## config.mk

```make
export PLATFORM = sky130hd
export DESIGN_NAME = cmp_share_arbiter_flat
export DESIGN_NICKNAME = d
export VERILOG_FILES = /design/src/rtl/cmp_share_arbiter_if.sv /design/src/rtl/cmp_share_arbiter.sv /design/src/flat_wrapper.sv
export SDC_FILE = /design/constraint.sdc
export NUM_CORES = 1
export LEC_CHECK = 0
export ABC_AREA = 1
export CAP_MARGIN = 20
export CORE_ASPECT_RATIO = 1.2
export CORE_MARGIN = 1
export CORE_UTILIZATION = 36
export CTS_CLUSTER_SIZE = 14
export DETAILED_ROUTE_END_ITERATION = 6
export PLACE_DENSITY = 0.84
export RECOVER_POWER = 50
export SYNTH_ARGS = -nofsm -noshare
export SYNTH_HDL_FRONTEND = slang
export SYNTH_SLANG_ARGS = --single-unit
```

## constraint.sdc

```tcl
create_clock -name clk -period 1.8 [get_ports clk]
set_clock_uncertainty 0.1 [all_clocks]
set_input_delay 0.45 -clock clk [delete_from_list [all_inputs] [get_ports clk]]
set_output_delay 0.45 -clock clk [all_outputs]
set_load 0.02 [all_outputs]
```

## src/rtl/cmp_share_arbiter_if.sv

```systemverilog
// Purpose: request / shared-comparator / response bundle for cmp_share_arbiter.
// Latency: wires only, no storage.
// Backpressure: req_valid/req_ready per requester; rsp_valid/rsp_ready on the response side.
//
// Signals:
//   req_valid[NREQ]     per-requester request valid
//   req_a/req_b         operands, requester i at bits [i*WIDTH +: WIDTH]
//   req_ready[NREQ]     one-hot accept pulse
//   cmp_a/cmp_b         operands presented to the shared comparator
//   cmp_lesser/equal/greater   comparator results
//   rsp_valid/rsp_ready response handshake
//   rsp_id              requester being answered
//   rsp_lesser/equal/greater   captured result
// Modports: slave = arbiter side, master = clients + comparator side.
interface cmp_share_arbiter_if #(
    parameter int NREQ  = 4,
    parameter int WIDTH = 4,
    parameter int IDW   = 2
);
    logic [NREQ-1:0]       req_valid;
    logic [NREQ*WIDTH-1:0] req_a;
    logic [NREQ*WIDTH-1:0] req_b;
    logic [NREQ-1:0]       req_ready;
    logic [WIDTH-1:0]      cmp_a;
    logic [WIDTH-1:0]      cmp_b;
    logic                  cmp_lesser;
    logic                  cmp_equal;
    logic                  cmp_greater;
    logic                  rsp_valid;
    logic                  rsp_ready;
    logic [IDW-1:0]        rsp_id;
    logic                  rsp_lesser;
    logic                  rsp_equal;
    logic                  rsp_greater;

    modport slave (
        input  req_valid, req_a, req_b, cmp_lesser, cmp_equal, cmp_greater, rsp_ready,
        output req_ready, cmp_a, cmp_b, rsp_valid, rsp_id, rsp_lesser, rsp_equal, rsp_greater
    );

    modport master (
        output req_valid, req_a, req_b, cmp_lesser, cmp_equal, cmp_greater, rsp_ready,
        input  req_ready, cmp_a, cmp_b, rsp_valid, rsp_id, rsp_lesser, rsp_equal, rsp_greater
    );
endinterface

```

## src/rtl/cmp_share_arbiter.sv

```systemverilog
// Purpose: round-robin share of one external magnitude comparator between NREQ requesters.
// Latency: grant in cycle t -> rsp_valid from cycle t+2; best case one comparison per 3 cycles.
// Backpressure: response holds until rsp_ready; no grant is issued until the response is taken.
//
// Ports: clk, rst (synchronous, active-high), bus (cmp_share_arbiter_if.slave).
// Optional build macro CMP_SHARE_STATS_EN adds grant_count[15:0] (saturating count
// of completed responses) and busy (state is not IDLE).
module cmp_share_arbiter #(
    parameter int NREQ  = 4,
    parameter int WIDTH = 4,
    parameter int IDW   = 2
) (
    input  logic              clk,
    input  logic              rst,
    cmp_share_arbiter_if.slave bus
`ifdef CMP_SHARE_STATS_EN
    ,
    output logic [15:0]       grant_count,
    output logic              busy
`endif
);

    typedef enum logic [1:0] {IDLE, CMP, RESP} state_t;

    state_t           state_q;
    state_t           state_d;

    logic [IDW-1:0]   last_grant;
    logic [IDW-1:0]   id_reg;
    logic [WIDTH-1:0] a_reg;
    logic [WIDTH-1:0] b_reg;

    logic             rsp_valid_q;
    logic [IDW-1:0]   rsp_id_q;
    logic             rsp_lesser_q;
    logic             rsp_equal_q;
    logic             rsp_greater_q;

    logic             found_hi;
    logic             found_lo;
    logic [IDW-1:0]   idx_hi;
    logic [IDW-1:0]   idx_lo;
    logic             grant_found;
    logic [IDW-1:0]   grant_idx;
    logic [WIDTH-1:0] sel_a;
    logic [WIDTH-1:0] sel_b;

    logic             take_grant;
    logic             capture;
    logic             handshake;

    // Round-robin search split in two passes: requesters above last_grant
    // win first; otherwise wrap and take the lowest at or below it.
    always_comb begin
        found_hi = 1'b0;
        found_lo = 1'b0;
        idx_hi   = '0;
        idx_lo   = '0;
        for (int i = 0; i < NREQ; i++) begin
            if (bus.req_valid[i] && !found_hi && (i > int'(last_grant))) begin
                found_hi = 1'b1;
                idx_hi   = IDW'(i);
            end
            if (bus.req_valid[i] && !found_lo && (i <= int'(last_grant))) begin
                found_lo = 1'b1;
                idx_lo   = IDW'(i);
            end
        end
        grant_found = found_hi || found_lo;
        grant_idx   = found_hi ? idx_hi : idx_lo;
    end

    // Operand mux for the winning requester.
    always_comb begin
        sel_a = '0;
        sel_b = '0;
        for (int i = 0; i < NREQ; i++) begin
            if (IDW'(i) == grant_idx) begin
                sel_a = bus.req_a[i*WIDTH +: WIDTH];
                sel_b = bus.req_b[i*WIDTH +: WIDTH];
            end
        end
    end

    // FSM next state and control strobes.
    always_comb begin
        state_d    = state_q;
        take_grant = 1'b0;
        capture    = 1'b0;
        handshake  = 1'b0;
        case (state_q)
            IDLE: begin
                if (grant_found && !rst) begin
                    take_grant = 1'b1;
                    state_d    = CMP;
                end
            end
            CMP: begin
                capture = 1'b1;
                state_d = RESP;
            end
            RESP: begin
                if (rsp_valid_q && bus.rsp_ready) begin
                    handshake = 1'b1;
                    state_d   = IDLE;
                end
            end
            default: state_d = IDLE;
        endcase
    end

    // Accept pulse is only ever raised in the grant cycle, never under reset.
    always_comb begin
        bus.req_ready = '0;
        for (int i = 0; i < NREQ; i++) begin
            bus.req_ready[i] = take_grant && (IDW'(i) == grant_idx);
        end
    end

    always_ff @(posedge clk) begin
        if (rst) begin
            state_q       <= IDLE;
            last_grant    <= IDW'(NREQ - 1);
            id_reg        <= '0;
            a_reg         <= '0;
            b_reg         <= '0;
            rsp_valid_q   <= 1'b0;
            rsp_id_q      <= '0;
            rsp_lesser_q  <= 1'b0;
            rsp_equal_q   <= 1'b0;
            rsp_greater_q <= 1'b0;
        end else begin
            state_q <= state_d;
            if (take_grant) begin
                a_reg      <= sel_a;
                b_reg      <= sel_b;
                id_reg     <= grant_idx;
                last_grant <= grant_idx;
            end
            if (capture) begin
                rsp_valid_q   <= 1'b1;
                rsp_id_q      <= id_reg;
                rsp_lesser_q  <= bus.cmp_lesser;
                rsp_equal_q   <= bus.cmp_equal;
                rsp_greater_q <= bus.cmp_greater;
            end else if (handshake) begin
                rsp_valid_q   <= 1'b0;
                rsp_lesser_q  <= 1'b0;
                rsp_equal_q   <= 1'b0;
                rsp_greater_q <= 1'b0;
            end
        end
    end

    // Operands come straight from registers so the comparator sees
    // stable values for the whole CMP cycle.
    assign bus.cmp_a       = a_reg;
    assign bus.cmp_b       = b_reg;
    assign bus.rsp_valid   = rsp_valid_q;
    assign bus.rsp_id      = rsp_id_q;
    assign bus.rsp_lesser  = rsp_lesser_q;
    assign bus.rsp_equal   = rsp_equal_q;
    assign bus.rsp_greater = rsp_greater_q;

    // The comparator must report exactly one relation.
    a_rsp_onehot: assert property (@(posedge clk) disable iff (rst)
        rsp_valid_q |-> $onehot({rsp_lesser_q, rsp_equal_q, rsp_greater_q}));

`ifdef CMP_SHARE_STATS_EN
    always_ff @(posedge clk) begin
        if (rst) begin
            grant_count <= '0;
        end else if (handshake && (grant_count != 16'hFFFF)) begin
            grant_count <= grant_count + 16'd1;
        end
    end

    assign busy = (state_q != IDLE);
`endif

endmodule

```

## src/flat_wrapper.sv

```systemverilog
// flat-port wrapper written by rule: the top's interface ports become plain ports
module cmp_share_arbiter_flat 
#(
    parameter int NREQ  = 4,
    parameter int WIDTH = 4,
    parameter int IDW   = 2
)
  (clk, rst, bus_req_valid, bus_req_a, bus_req_b, bus_cmp_lesser, bus_cmp_equal, bus_cmp_greater, bus_rsp_ready, bus_req_ready, bus_cmp_a, bus_cmp_b, bus_rsp_valid, bus_rsp_id, bus_rsp_lesser, bus_rsp_equal, bus_rsp_greater);
  cmp_share_arbiter_if #(.NREQ(NREQ), .WIDTH(WIDTH), .IDW(IDW)) bus_i ();
  input  logic clk;
  input  logic rst;
  input wire logic [$bits(bus_i.req_valid)-1:0] bus_req_valid;
  input wire logic [$bits(bus_i.req_a)-1:0] bus_req_a;
  input wire logic [$bits(bus_i.req_b)-1:0] bus_req_b;
  input wire logic [$bits(bus_i.cmp_lesser)-1:0] bus_cmp_lesser;
  input wire logic [$bits(bus_i.cmp_equal)-1:0] bus_cmp_equal;
  input wire logic [$bits(bus_i.cmp_greater)-1:0] bus_cmp_greater;
  input wire logic [$bits(bus_i.rsp_ready)-1:0] bus_rsp_ready;
  output wire logic [$bits(bus_i.req_ready)-1:0] bus_req_ready;
  output wire logic [$bits(bus_i.cmp_a)-1:0] bus_cmp_a;
  output wire logic [$bits(bus_i.cmp_b)-1:0] bus_cmp_b;
  output wire logic [$bits(bus_i.rsp_valid)-1:0] bus_rsp_valid;
  output wire logic [$bits(bus_i.rsp_id)-1:0] bus_rsp_id;
  output wire logic [$bits(bus_i.rsp_lesser)-1:0] bus_rsp_lesser;
  output wire logic [$bits(bus_i.rsp_equal)-1:0] bus_rsp_equal;
  output wire logic [$bits(bus_i.rsp_greater)-1:0] bus_rsp_greater;
  assign bus_i.req_valid = bus_req_valid;
  assign bus_i.req_a = bus_req_a;
  assign bus_i.req_b = bus_req_b;
  assign bus_i.cmp_lesser = bus_cmp_lesser;
  assign bus_i.cmp_equal = bus_cmp_equal;
  assign bus_i.cmp_greater = bus_cmp_greater;
  assign bus_i.rsp_ready = bus_rsp_ready;
  assign bus_req_ready = bus_i.req_ready;
  assign bus_cmp_a = bus_i.cmp_a;
  assign bus_cmp_b = bus_i.cmp_b;
  assign bus_rsp_valid = bus_i.rsp_valid;
  assign bus_rsp_id = bus_i.rsp_id;
  assign bus_rsp_lesser = bus_i.rsp_lesser;
  assign bus_rsp_equal = bus_i.rsp_equal;
  assign bus_rsp_greater = bus_i.rsp_greater;
  cmp_share_arbiter #(.NREQ(NREQ), .WIDTH(WIDTH), .IDW(IDW)) u_core (.clk(clk), .rst(rst), .bus(bus_i));
endmodule
```

==> results of run 1 <==
## through the flow
stage	instance area (µm²)	hold WS [ps]	std cells	TNS, ps	util
global route	2200	400	300	-5110	0.706
global placement	2050	349	286	-10910	0.658
detailed placement	2050	352	286	-11420	0.658
CTS	2190	370	299	-3360	0.703
finish	2200	377	300	-3830	0.706
floorplan	1300	335	174	-283	-
## layer usage
| metal | track usage | vias up |
|---|---|---|
| met5 | 0 | - |
| met4 | 0.0641 | 0 |
| met3 | 0.0231 | 5 |
| met2 | 0.367 | 50 |
| met1 | 0.264 | 652 |
| li1 | - | 761 |
## worst register-to-register path, delay by kind of cell (launching register included)
family	cells	cell delay, ps
AOI/OAI and AO/OA	2	320
and+or+nand+nor	7	740
buffers and inverters	4	560
DFF	1	390
## where the power goes
part / internal (mW) / switching, mW / total (mW)
Clock: 0.226 / 0.156 / 0.381
Combinational: 0.419 / 0.490 / 0.909
Sequential: 0.501 / 0.0366 / 0.538
Total: 1.15 / 0.682 / 1.83
## area by class of cell
| cell class | instances | area, µm² |
|---|---|---|
| tap | 36 | 45.0 |
| inverter | 16 | 77.6 |
| fill | 246 | 915 |
| sequential | 20 | 408 |
| clock buffer | 3 | 22.5 |
| clock inverter | 1 | 30.0 |
| multi-input combinational | 134 | 808 |
| timing repair buffer | 90 | 805 |
## Yosys cell counts, drive strengths merged
| master | count | share of area |
|---|---|---|
| a21boi | 1 | 0.016 |
| a21oi | 13 | 0.073 |
| buf | 3 | 0.025 |
| clkbuf | 1 | 0.0031 |
| dfxtp | 20 | 0.33 |
| inv | 16 | 0.050 |
| nand2 | 52 | 0.20 |
| nand3 | 18 | 0.083 |
| nand4 | 11 | 0.057 |
| nor2 | 25 | 0.099 |
| nor3 | 1 | 0.0042 |
| o211ai | 2 | 0.012 |
| o21ai | 11 | 0.046 |
## layout by cell type (no fill, tap or decap)
cell type / count
sky130_fd_sc_hd__nand2_8: 1
sky130_fd_sc_hd__a21oi_4: 1
sky130_fd_sc_hd__inv_1: 9
sky130_fd_sc_hd__dlygate4sd3_1: 1
sky130_fd_sc_hd__a21oi_2: 5
sky130_fd_sc_hd__nor3_4: 1
sky130_fd_sc_hd__nand2_1: 38
sky130_fd_sc_hd__inv_2: 2
sky130_fd_sc_hd__buf_6: 7
sky130_fd_sc_hd__nand2_2: 8
sky130_fd_sc_hd__o21ai_0: 9
sky130_fd_sc_hd__buf_2: 1
sky130_fd_sc_hd__o211ai_1: 2
sky130_fd_sc_hd__dlygate4sd2_1: 18
sky130_fd_sc_hd__bufinv_16: 1
sky130_fd_sc_hd__nand2_4: 5
sky130_fd_sc_hd__nand3_4: 1
sky130_fd_sc_hd__dfxtp_1: 18
sky130_fd_sc_hd__nor2_1: 15
sky130_fd_sc_hd__a21boi_4: 1
sky130_fd_sc_hd__o21ai_2: 1
sky130_fd_sc_hd__inv_4: 4
sky130_fd_sc_hd__clkbuf_4: 3
sky130_fd_sc_hd__nor2_2: 2
sky130_fd_sc_hd__nand3_1: 16
sky130_fd_sc_hd__nand4_1: 11
sky130_fd_sc_hd__o21ai_1: 1
sky130_fd_sc_hd__nor2_4: 8
sky130_fd_sc_hd__clkdlybuf4s50_1: 35
sky130_fd_sc_hd__dfxtp_4: 2
sky130_fd_sc_hd__a21oi_1: 7
sky130_fd_sc_hd__buf_4: 26
sky130_fd_sc_hd__clkbuf_1: 2
sky130_fd_sc_hd__nand3_2: 1
sky130_fd_sc_hd__inv_8: 1
## how the worst min path moves through the flow
stage	startpoint	endpoint	depth (start not counted)	slack (ps)
finish	u_core.id_reg[1]$_SDFFE_PP0P_	u_core.id_reg[1]$_SDFFE_PP0P_	2	380
global placement	u_core.id_reg[0]$_SDFFE_PP0P_	u_core.id_reg[0]$_SDFFE_PP0P_	2	350
floorplan	u_core.id_reg[0]$_SDFFE_PP0P_	u_core.id_reg[0]$_SDFFE_PP0P_	2	340
global route	u_core.id_reg[1]$_SDFFE_PP0P_	u_core.id_reg[1]$_SDFFE_PP0P_	2	400
CTS	u_core.id_reg[1]$_SDFFE_PP0P_	u_core.id_reg[1]$_SDFFE_PP0P_	2	370
detailed placement	u_core.id_reg[1]$_SDFFE_PP0P_	u_core.id_reg[1]$_SDFFE_PP0P_	2	350
## kinds of logic (layout without fill, tap and decap cells)
| family | count (synthesis) | after routing | synth area share |
|---|---|---|---|
| AND/OR/NAND/NOR | 107 | 107 | 0.443 |
| AO/OA/AOI/OAI | 27 | 27 | 0.147 |
| flip-flops | 20 | 20 | 0.333 |
| buffers and inverters | 20 | 110 | 0.0780 |
## timing repair
| action | 4_1_cts | 5_1_grt |
|---|---|---|
| setup buffers | 10 | 1 |
| pin swaps | 15 | 5 |
| setup endpoints to repair | 30 | 12 |
| resized for setup | 62 | 4 |
==> out/metrics.yaml, run 1 <==
worst_setup_path:
  cp_num_buf_inv: 2
  critPathTopFamily: "simple AND/OR/NAND/NOR gates"
  total_number_of_cells_along_the_worst_setup_path: 9
  timing.rr.start: "u_core.last_grant[1]$_SDFFE_PP1P_"
  crit_path_cell_trace: "inv_4, nand2_1, nand2_2, nand4_1, nor2_2, nor2_4, nand2_2, nor2_4, buf_6"
  reg2reg_depth: 13
  r2r-end: "u_core.bus.cmp_b[3]$_SDFFE_PP0P_"
  critPathKind: "register to primary output"
  worstSetupStartpointType: "register"
  crit_path_top_delay_cell: "sky130_fd_sc_hd__dfxtp_4"
  timing.critical_path.slowest_cell_delay_ps: 400
  regToRegSetupSlack_ps: -340
  worst-endpoint-arrival_ps: 1640
  end_kind: "primary output"
  worstPathRequired_ps: 1250
  timing.critical_path.from: "u_core.last_grant[1]$_SDFFE_PP1P_"
  setup.worst_path.end: "bus_req_ready[1]"
  crit_path_max_fanout: 5
route:
  route.met3.wl_um: 180
  route.detailed.wl_per_inst_um: 12.0
  routed.top_layer: "met4"
  detail_route.first_pass.iterations: 4
  drt.antenna.violating_nets: 0
  detail_route.drc_violations: 0
  wirelength_met1_um: 1540
  routed_wirelength_um: 3610
  drtIter0Drc: 31
  met2_wirelength_um: 1840
  routed_via_density: 4.89
  detailroute.via_count: 1468
timing:
  slew_viol_final: 0
  rsz0062_at_grt: "true"
  finalCriticalPeriod_ps: 2190
  min_period_over_period: 1.22
  final-hold-violation-count: 0
  finalSetupViolCount: 12
  timing.max_slew.rel_slack: 0.832
  fmax_mhz: 456
  finalWorstSetupSlack_ps: -392
  worst_slew_pin_slew_ps: 252
floorplan:
  placeableCoreArea_um2: 3110
  die_h_um: 65.3
  ios: 60
  die_w_um: 54.8
  rows: 22
  design.die.area_um2: 3580
  initial_core_util: 0.387
cells_and_area:
  layout-area-overhead-vs-synth_pct: 82.4
  nets: 307
  drive_gt1_frac: 0.311
  n_antenna_cell: 0
placement:
  detailedPlacementHpwl_um: 2570
  place.gp.congestion: 0.889
  post-place-ws_ps: -1180
  buffer_ports.inserted: 59
clock_tree:
  ctsLongestPathBuffers: 2
  cts.sinks: 20
  cts_root_buf: "sky130_fd_sc_hd__clkbuf_4"
  cts_inserted_buffers: 3
  cts_htree_levels: 1
  cts_hold_repair.buffers: 0
  path_clk_slew_ps: 120
  cts_tree: "built"
  worst_skew_pair.late_latency_ps: 320
yosys:
  postSynthRegisterBits: 20
  ys.warnings.count: 0
  syn-num-nets: 216
  synthCells: 174
  postSynthAreaPerCell_um2: 6.92
  synthesis.area_um2: 1200
  synth-seq-area-share: 0.333
  netlist-cell-type-count: 22
power:
  post-layout-total-power_mw: 1.83
  power-per-cell-area_nw_per_um2: 832
  leakage_power_nw: 1.02
  ir_worst_vdd_mv: 0.587
global_route:
  antenna_violations_before_repair: 0
  overall_fraction_of_global_route_tracks_in_use: 0.212
  wire_length_of_the_first_global_routing_pass_um: 5680
  grt.overflow.total: 0
  grt_max_degree: 13
  grt_pass1_vias: 1287
run:
  count_of_maximum_capacitance_violations: 0
status:
  violations_in_the_final_reports: "setup timing"
  status: "finished with violations"
hold_path:
  path_type_of_the_worst_min_delay_path: "register to register"
Power figures use the tool's default switching activity.
==> run 2: changes to the inputs <==
MAX_ROUTING_LAYER = met4   (was not set)
==> out/metrics.yaml, run 2 (synthesis results as in run 1) <==
timing:
  timing.max_slew.rel_slack: 0.827  # was 0.832
  final-hold-violation-count: 0  # unchanged
  finalWorstSetupSlack_ps: -393  # was -392 ps
  rsz0062_at_grt: "true"  # unchanged
  worst_slew_pin_slew_ps: 260  # was 252 ps
  slew_viol_final: 0  # unchanged
  finalCriticalPeriod_ps: 2190  # about the same
  min_period_over_period: 1.22  # about the same
  finalSetupViolCount: 12  # unchanged
  whs_ps: 374  # was 377 ps
  fmax_mhz: 456  # about the same
worst_setup_path:
  worstSetupStartpointType: "register"  # unchanged
  crit_path_max_fanout: 5  # unchanged
  timing.critical_path.slowest_cell_delay_ps: 390  # was 400 ps
  crit_path_cell_trace: "buf_4, a21oi_4, nor2_4, nand2_2, nand2_4, nor3_4, buf_6"  # was inv_4, nand2_1, nand2_2, nand4_1, nor2_2, nor2_4, nand2_2, nor2_4, buf_6
  worstPathRequired_ps: 1250  # about the same
  cp_num_buf_inv: 2  # unchanged
  end_kind: "primary output"  # unchanged
  critPathKind: "register to primary output"  # unchanged
  critPathTopFamily: "simple AND/OR/NAND/NOR gates"  # unchanged
  crit_path_top_delay_cell: "sky130_fd_sc_hd__dfxtp_4"  # unchanged
  worst-endpoint-arrival_ps: 1640  # about the same
clock_tree:
  cts_tree: "built"  # unchanged
  worst_skew_pair.late_latency_ps: 320  # about the same
  cts_inserted_buffers: 3  # unchanged
  path_clk_slew_ps: 120  # about the same
  cts.sinks: 20  # unchanged
  cts_root_buf: "sky130_fd_sc_hd__clkbuf_4"  # unchanged
  ctsLongestPathBuffers: 2  # unchanged
  cts_htree_levels: 1  # unchanged
cells_and_area:
  n_antenna_cell: 0  # unchanged
  nets: 308  # was 307
  drive_gt1_frac: 0.317  # was 0.311
  layout-area-overhead-vs-synth_pct: 83.6  # was 82.4%
  most_frequent_cells_in_the_layout: "sky130_fd_sc_hd__nand2_1 (37), sky130_fd_sc_hd__clkdlybuf4s50_1 (35), sky130_fd_sc_hd__buf_4 (26)"  # was sky130_fd_sc_hd__nand2_1 (38), sky130_fd_sc_hd__clkdlybuf4s50_1 (35), sky130_fd_sc_hd__buf_4 (26)
  n_fill_cell: 245  # was 246
  layout.core_utilization: 0.710  # was 0.706
  layout.cells.most_common: "sky130_fd_sc_hd__nand2_1"  # unchanged
floorplan:
  rows: 22  # unchanged
  initial_core_util: 0.387  # unchanged
  placeableCoreArea_um2: 3110  # unchanged
  die_w_um: 54.8  # unchanged
  die_h_um: 65.3  # unchanged
  design.die.area_um2: 3580  # unchanged
  ios: 60  # unchanged
power:
  power-per-cell-area_nw_per_um2: 831  # was 832 nW/µm²
  post-layout-total-power_mw: 1.84  # was 1.83 mW
  leakage_power_nw: 1.02  # about the same
  ir_worst_vdd_mv: 0.602  # was 0.587 mV
global_route:
  antenna_violations_before_repair: 0  # unchanged
  grt.overflow.total: 0  # unchanged
  grt_pass1_vias: 1291  # was 1287
  wire_length_of_the_first_global_routing_pass_um: 5690  # was 5680 µm
  overall_fraction_of_global_route_tracks_in_use: 0.219  # was 0.212
  grt_max_degree: 13  # unchanged
status:
  violations_in_the_final_reports: "setup timing"  # unchanged
  status: "finished with violations"  # unchanged
placement:
  detailedPlacementHpwl_um: 2570  # unchanged
  post-place-ws_ps: -1180  # unchanged
  buffer_ports.inserted: 59  # unchanged
  place.gp.congestion: 0.904  # was 0.889
route:
  drt.antenna.violating_nets: 0  # unchanged
  routed.top_layer: "met4"  # unchanged
  routed_via_density: 4.89  # about the same
  routed_wirelength_um: 3650  # was 3610 µm
  drtIter0Drc: 64  # was 31
  detail_route.drc_violations: 0  # unchanged
  route.detailed.wl_per_inst_um: 12.1  # was 12.0 µm
  route.met3.wl_um: 182  # was 180 µm
  met2_wirelength_um: 1850  # was 1840 µm
  wirelength_met1_um: 1540  # about the same
  detailroute.via_count: 1472  # was 1468
  detail_route.first_pass.iterations: 4  # unchanged
run:
  count_of_maximum_capacitance_violations: 0  # unchanged
hold_path:
  path_type_of_the_worst_min_delay_path: "register to register"  # unchanged
[run 2: changes by cell type in the layout (fill, tap and decap cells not counted), sizes merged]
| cell | change |
|---|---|
| buf | +1 |
[run 2: path summary, 6_finish.rpt]
check,cells past startpoint,end,start,slack (ps)
min,2,u_core.id_reg[1]$_SDFFE_PP0P_,u_core.id_reg[1]$_SDFFE_PP0P_,370
min reg2reg,2,u_core.id_reg[1]$_SDFFE_PP0P_,u_core.id_reg[1]$_SDFFE_PP0P_,370
max,7,bus_req_ready[0],u_core.last_grant[1]$_SDFFE_PP1P_,-390
max reg2reg,13,u_core.bus.cmp_b[3]$_SDFFE_PP0P_,u_core.last_grant[1]$_SDFFE_PP1P_,-330
[run 2: layout make-up]
cell class	count	area, µm²	area share
Clock inverter	1	30.0	0.0136
Inverter	16	77.6	0.0351
Sequential cell	20	408	0.185
Clock buffer	3	22.5	0.0102
Tap cell	36	45.0	0.0204
Multi-Input combinational cell	134	811	0.367
Timing Repair Buffer	91	816	0.369
[run 2: timing repair]
item,in CTS,in global routing
pin swaps,15,5
setup buffers,10,2
endpoints found under the hold margin,0,0
gates resized for setup,62,6
hold buffers,0,0
endpoints found under the setup margin,30,12
[run 2: power by group]
part,total [mW],leakage (nW),switching (mW),internal [mW]
registers,0.538,0.165,0.0364,0.501
logic,0.915,0.830,0.492,0.423
clock network,0.384,0.0279,0.158,0.226
[run 2: worst register-to-register path: stages, from the launching register on]
cell                      delay, ps
sky130_fd_sc_hd__dfxtp_4        390
sky130_fd_sc_hd__buf_4          140
sky130_fd_sc_hd__a21oi_4        210
sky130_fd_sc_hd__nor2_4          70
sky130_fd_sc_hd__nand2_2         90
sky130_fd_sc_hd__nand2_4        100
sky130_fd_sc_hd__buf_4          160
sky130_fd_sc_hd__buf_6          110
sky130_fd_sc_hd__buf_4          150
sky130_fd_sc_hd__nor2_4         210
sky130_fd_sc_hd__nand2_1        100
sky130_fd_sc_hd__nand4_1         90
sky130_fd_sc_hd__nand2_1         70
sky130_fd_sc_hd__a21oi_2        110
[run 2: stage by stage]
| stage | cell area [µm²] | std cells | TNS, ps |
|---|---|---|---|
| 3_3_place_gp | 2050 | 286 | -10910 |
| 5_1_grt | 2210 | 301 | -5180 |
| 3_5_place_dp | 2050 | 286 | -11420 |
| 4_1_cts | 2190 | 299 | -3360 |
| 6_report | 2210 | 301 | -3810 |
| 2_1_floorplan | 1300 | 174 | -283 |
[run 2: per-layer routing]
| metal | vias to the layer above | GRT usage |
|---|---|---|
| met2 | 56 | 0.366 |
| met5 | - | - |
| met1 | 650 | 0.268 |
| met4 | 0 | 0.0641 |
| li1 | 762 | - |
| met3 | 4 | 0.0231 |
==> run 3: changes to the inputs <==
CTS_CLUSTER_DIAMETER = 50   (was not set)
GPL_TIMING_DRIVEN = 0   (was not set)
==> out/metrics.yaml, run 3 (synthesis results as in run 1) <==
status:
  status: "finished with violations"  # unchanged
  violations_in_the_final_reports: "setup timing"  # unchanged
floorplan:
  die_h_um: 65.3  # unchanged
  ios: 60  # unchanged
  design.die.area_um2: 3580  # unchanged
  placeableCoreArea_um2: 3110  # unchanged
  initial_core_util: 0.387  # unchanged
  die_w_um: 54.8  # unchanged
  rows: 22  # unchanged
placement:
  place.gp.congestion: 0.817  # was 0.904
  detailedPlacementHpwl_um: 2410  # was 2570 µm
  buffer_ports.inserted: 59  # unchanged
  post-place-ws_ps: -1380  # was -1180 ps
  dpl-instance-area_um2: 1930  # was 2050 µm²
global_route:
  grt.overflow.total: 0  # unchanged
  grt_pass1_vias: 1471  # was 1291
  wire_length_of_the_first_global_routing_pass_um: 6430  # was 5690 µm
  antenna_violations_before_repair: 0  # unchanged
  overall_fraction_of_global_route_tracks_in_use: 0.249  # was 0.219
  grt_max_degree: 13  # unchanged
worst_setup_path:
  worst-endpoint-arrival_ps: 1760  # was 1640 ps
  worstSetupStartpointType: "register"  # unchanged
  end_kind: "primary output"  # unchanged
  timing.critical_path.from: "u_core.last_grant[1]$_SDFFE_PP1P_"  # unchanged
  crit_path_max_fanout: 5  # unchanged
  worstPathRequired_ps: 1250  # about the same
  timing.rr.start: "u_core.last_grant[1]$_SDFFE_PP1P_"  # unchanged
  critPathKind: "register to primary output"  # unchanged
route:
  detailroute.via_count: 1596  # was 1472
  routed_wirelength_um: 4480  # was 3650 µm
  drtIter0Drc: 50  # was 64
  detail_route.first_pass.iterations: 5  # was 4
  route.detailed.wl_per_inst_um: 15.0  # was 12.1 µm
  routed_via_density: 5.36  # was 4.89
  drt.antenna.violating_nets: 0  # unchanged
  detail_route.drc_violations: 0  # unchanged
timing:
  finalSetupViolCount: 12  # unchanged
  fmax_mhz: 433  # was 456 MHz
  whs_ps: 381  # was 374 ps
  slew_viol_final: 0  # unchanged
  finalWorstSetupSlack_ps: -511  # was -393 ps
  timing.max_slew.rel_slack: 0.642  # was 0.827
  final-hold-violation-count: 0  # unchanged
  min_period_over_period: 1.28  # was 1.22
  worst_slew_pin_slew_ps: 537  # was 260 ps
  rsz0062_at_grt: "true"  # unchanged
  finalCriticalPeriod_ps: 2310  # was 2190 ps
cells_and_area:
  final_cell_area_um2: 2330  # was 2210 µm²
  most_frequent_cells_in_the_layout: "sky130_fd_sc_hd__clkdlybuf4s50_1 (36), sky130_fd_sc_hd__nand2_1 (33), sky130_fd_sc_hd__buf_4 (19)"  # was sky130_fd_sc_hd__nand2_1 (37), sky130_fd_sc_hd__clkdlybuf4s50_1 (35), sky130_fd_sc_hd__buf_4 (26)
  n_antenna_cell: 0  # unchanged
  layout.core_utilization: 0.751  # was 0.710
  nets: 305  # was 308
  n_fill_cell: 216  # was 245
  drive_gt1_frac: 0.351  # was 0.317
  layout.cells.most_common: "sky130_fd_sc_hd__clkdlybuf4s50_1"  # was sky130_fd_sc_hd__nand2_1
  layout-area-overhead-vs-synth_pct: 94.0  # was 83.6%
clock_tree:
  cts.sinks: 20  # unchanged
  path_clk_slew_ps: 130  # was 120 ps
  cts_tree: "built"  # unchanged
  cts_htree_levels: 1  # unchanged
  worst_skew_pair.late_latency_ps: 320  # about the same
  cts_inserted_buffers: 3  # unchanged
  ctsLongestPathBuffers: 2  # unchanged
  cts_root_buf: "sky130_fd_sc_hd__clkbuf_4"  # unchanged
run:
  count_of_maximum_capacitance_violations: 0  # unchanged
power:
  power-per-cell-area_nw_per_um2: 868  # was 831 nW/µm²
  leakage_power_nw: 1.09  # was 1.02 nW
  post-layout-total-power_mw: 2.03  # was 1.84 mW
  ir_worst_vdd_mv: 0.494  # was 0.602 mV
hold_path:
  path_type_of_the_worst_min_delay_path: "register to register"  # unchanged
  holdCritStartpoint: "u_core.id_reg[0]$_SDFFE_PP0P_"  # was u_core.id_reg[1]$_SDFFE_PP0P_
-- run 3: cell types whose count changed in the layout (fill, tap and decap cells not counted), sizes merged --
cell / change
buf: -2
dlygate4sd2: -2
clkdlybuf4s15: +1
clkdlybuf4s50: +1
dlygate4sd3: -1
-- run 3: area by class of cell --
type,count,area (µm²),share of cell area
Clock inverter,1,30.0,0.0129
Buffer,4,45.0,0.0193
Clock buffer,3,22.5,0.00965
Tap cell,36,45.0,0.0193
Sequential cell,20,408,0.175
Inverter,16,82.6,0.0354
Multi-Input combinational cell,134,900,0.385
Timing Repair Buffer,84,802,0.344
-- run 3: critical path, cell delays in order, from the launching register on --
cell                       delay [ps]
sky130_fd_sc_hd__dfxtp_4          440
sky130_fd_sc_hd__a21oi_4          100
sky130_fd_sc_hd__buf_4            150
sky130_fd_sc_hd__a21boi_4         210
sky130_fd_sc_hd__nand2_8           90
sky130_fd_sc_hd__buf_8            140
sky130_fd_sc_hd__nor3_4           170
sky130_fd_sc_hd__buf_6            140
-- run 3: what timing repair did --
action / CTS / global route
hold buffers: 0 / 0
setup buffers: 20 / 9
gates resized for setup: 62 / 30
pin swaps: 16 / 25
setup endpoints to repair: 30 / 12
-- run 3: path summary, 6_finish.rpt --
kind | depth (start not counted) | slack [ps] | endpoint
setup / recovery | 7 | -510 | bus_req_ready[0]
hold / removal | 2 | 380 | u_core.id_reg[0]$_SDFFE_PP0P_
setup reg to reg | 11 | -160 | u_core.bus.cmp_b[2]$_SDFFE_PP0P_
hold reg to reg | 2 | 380 | u_core.id_reg[0]$_SDFFE_PP0P_
-- run 3: per-layer routing --
metal  wire (µm)  GRT usage  vias up  share of wire
met5           0          -        -              0
met4          80      0.131        0          0.018
met3         261     0.0301       10          0.058
met2        2440      0.422       75           0.54
met1        1700      0.273      753           0.38
li1            -          -      758              -
-- run 3: metrics by stage --
| step | TNS, ps | std cells |
|---|---|---|
| after detailed placement | -11680 | 269 |
| final | -2800 | 298 |
| after global placement | -11520 | 269 |
| after floorplan | -283 | 174 |
| after global routing | -3730 | 298 |
| after CTS | -2720 | 293 |
-- run 3: report_power, final --
part	switching (mW)	internal, mW	leakage (nW)
clock	0.161	0.225	0.0279
combinational	0.580	0.516	0.897
sequential	0.0433	0.502	0.165
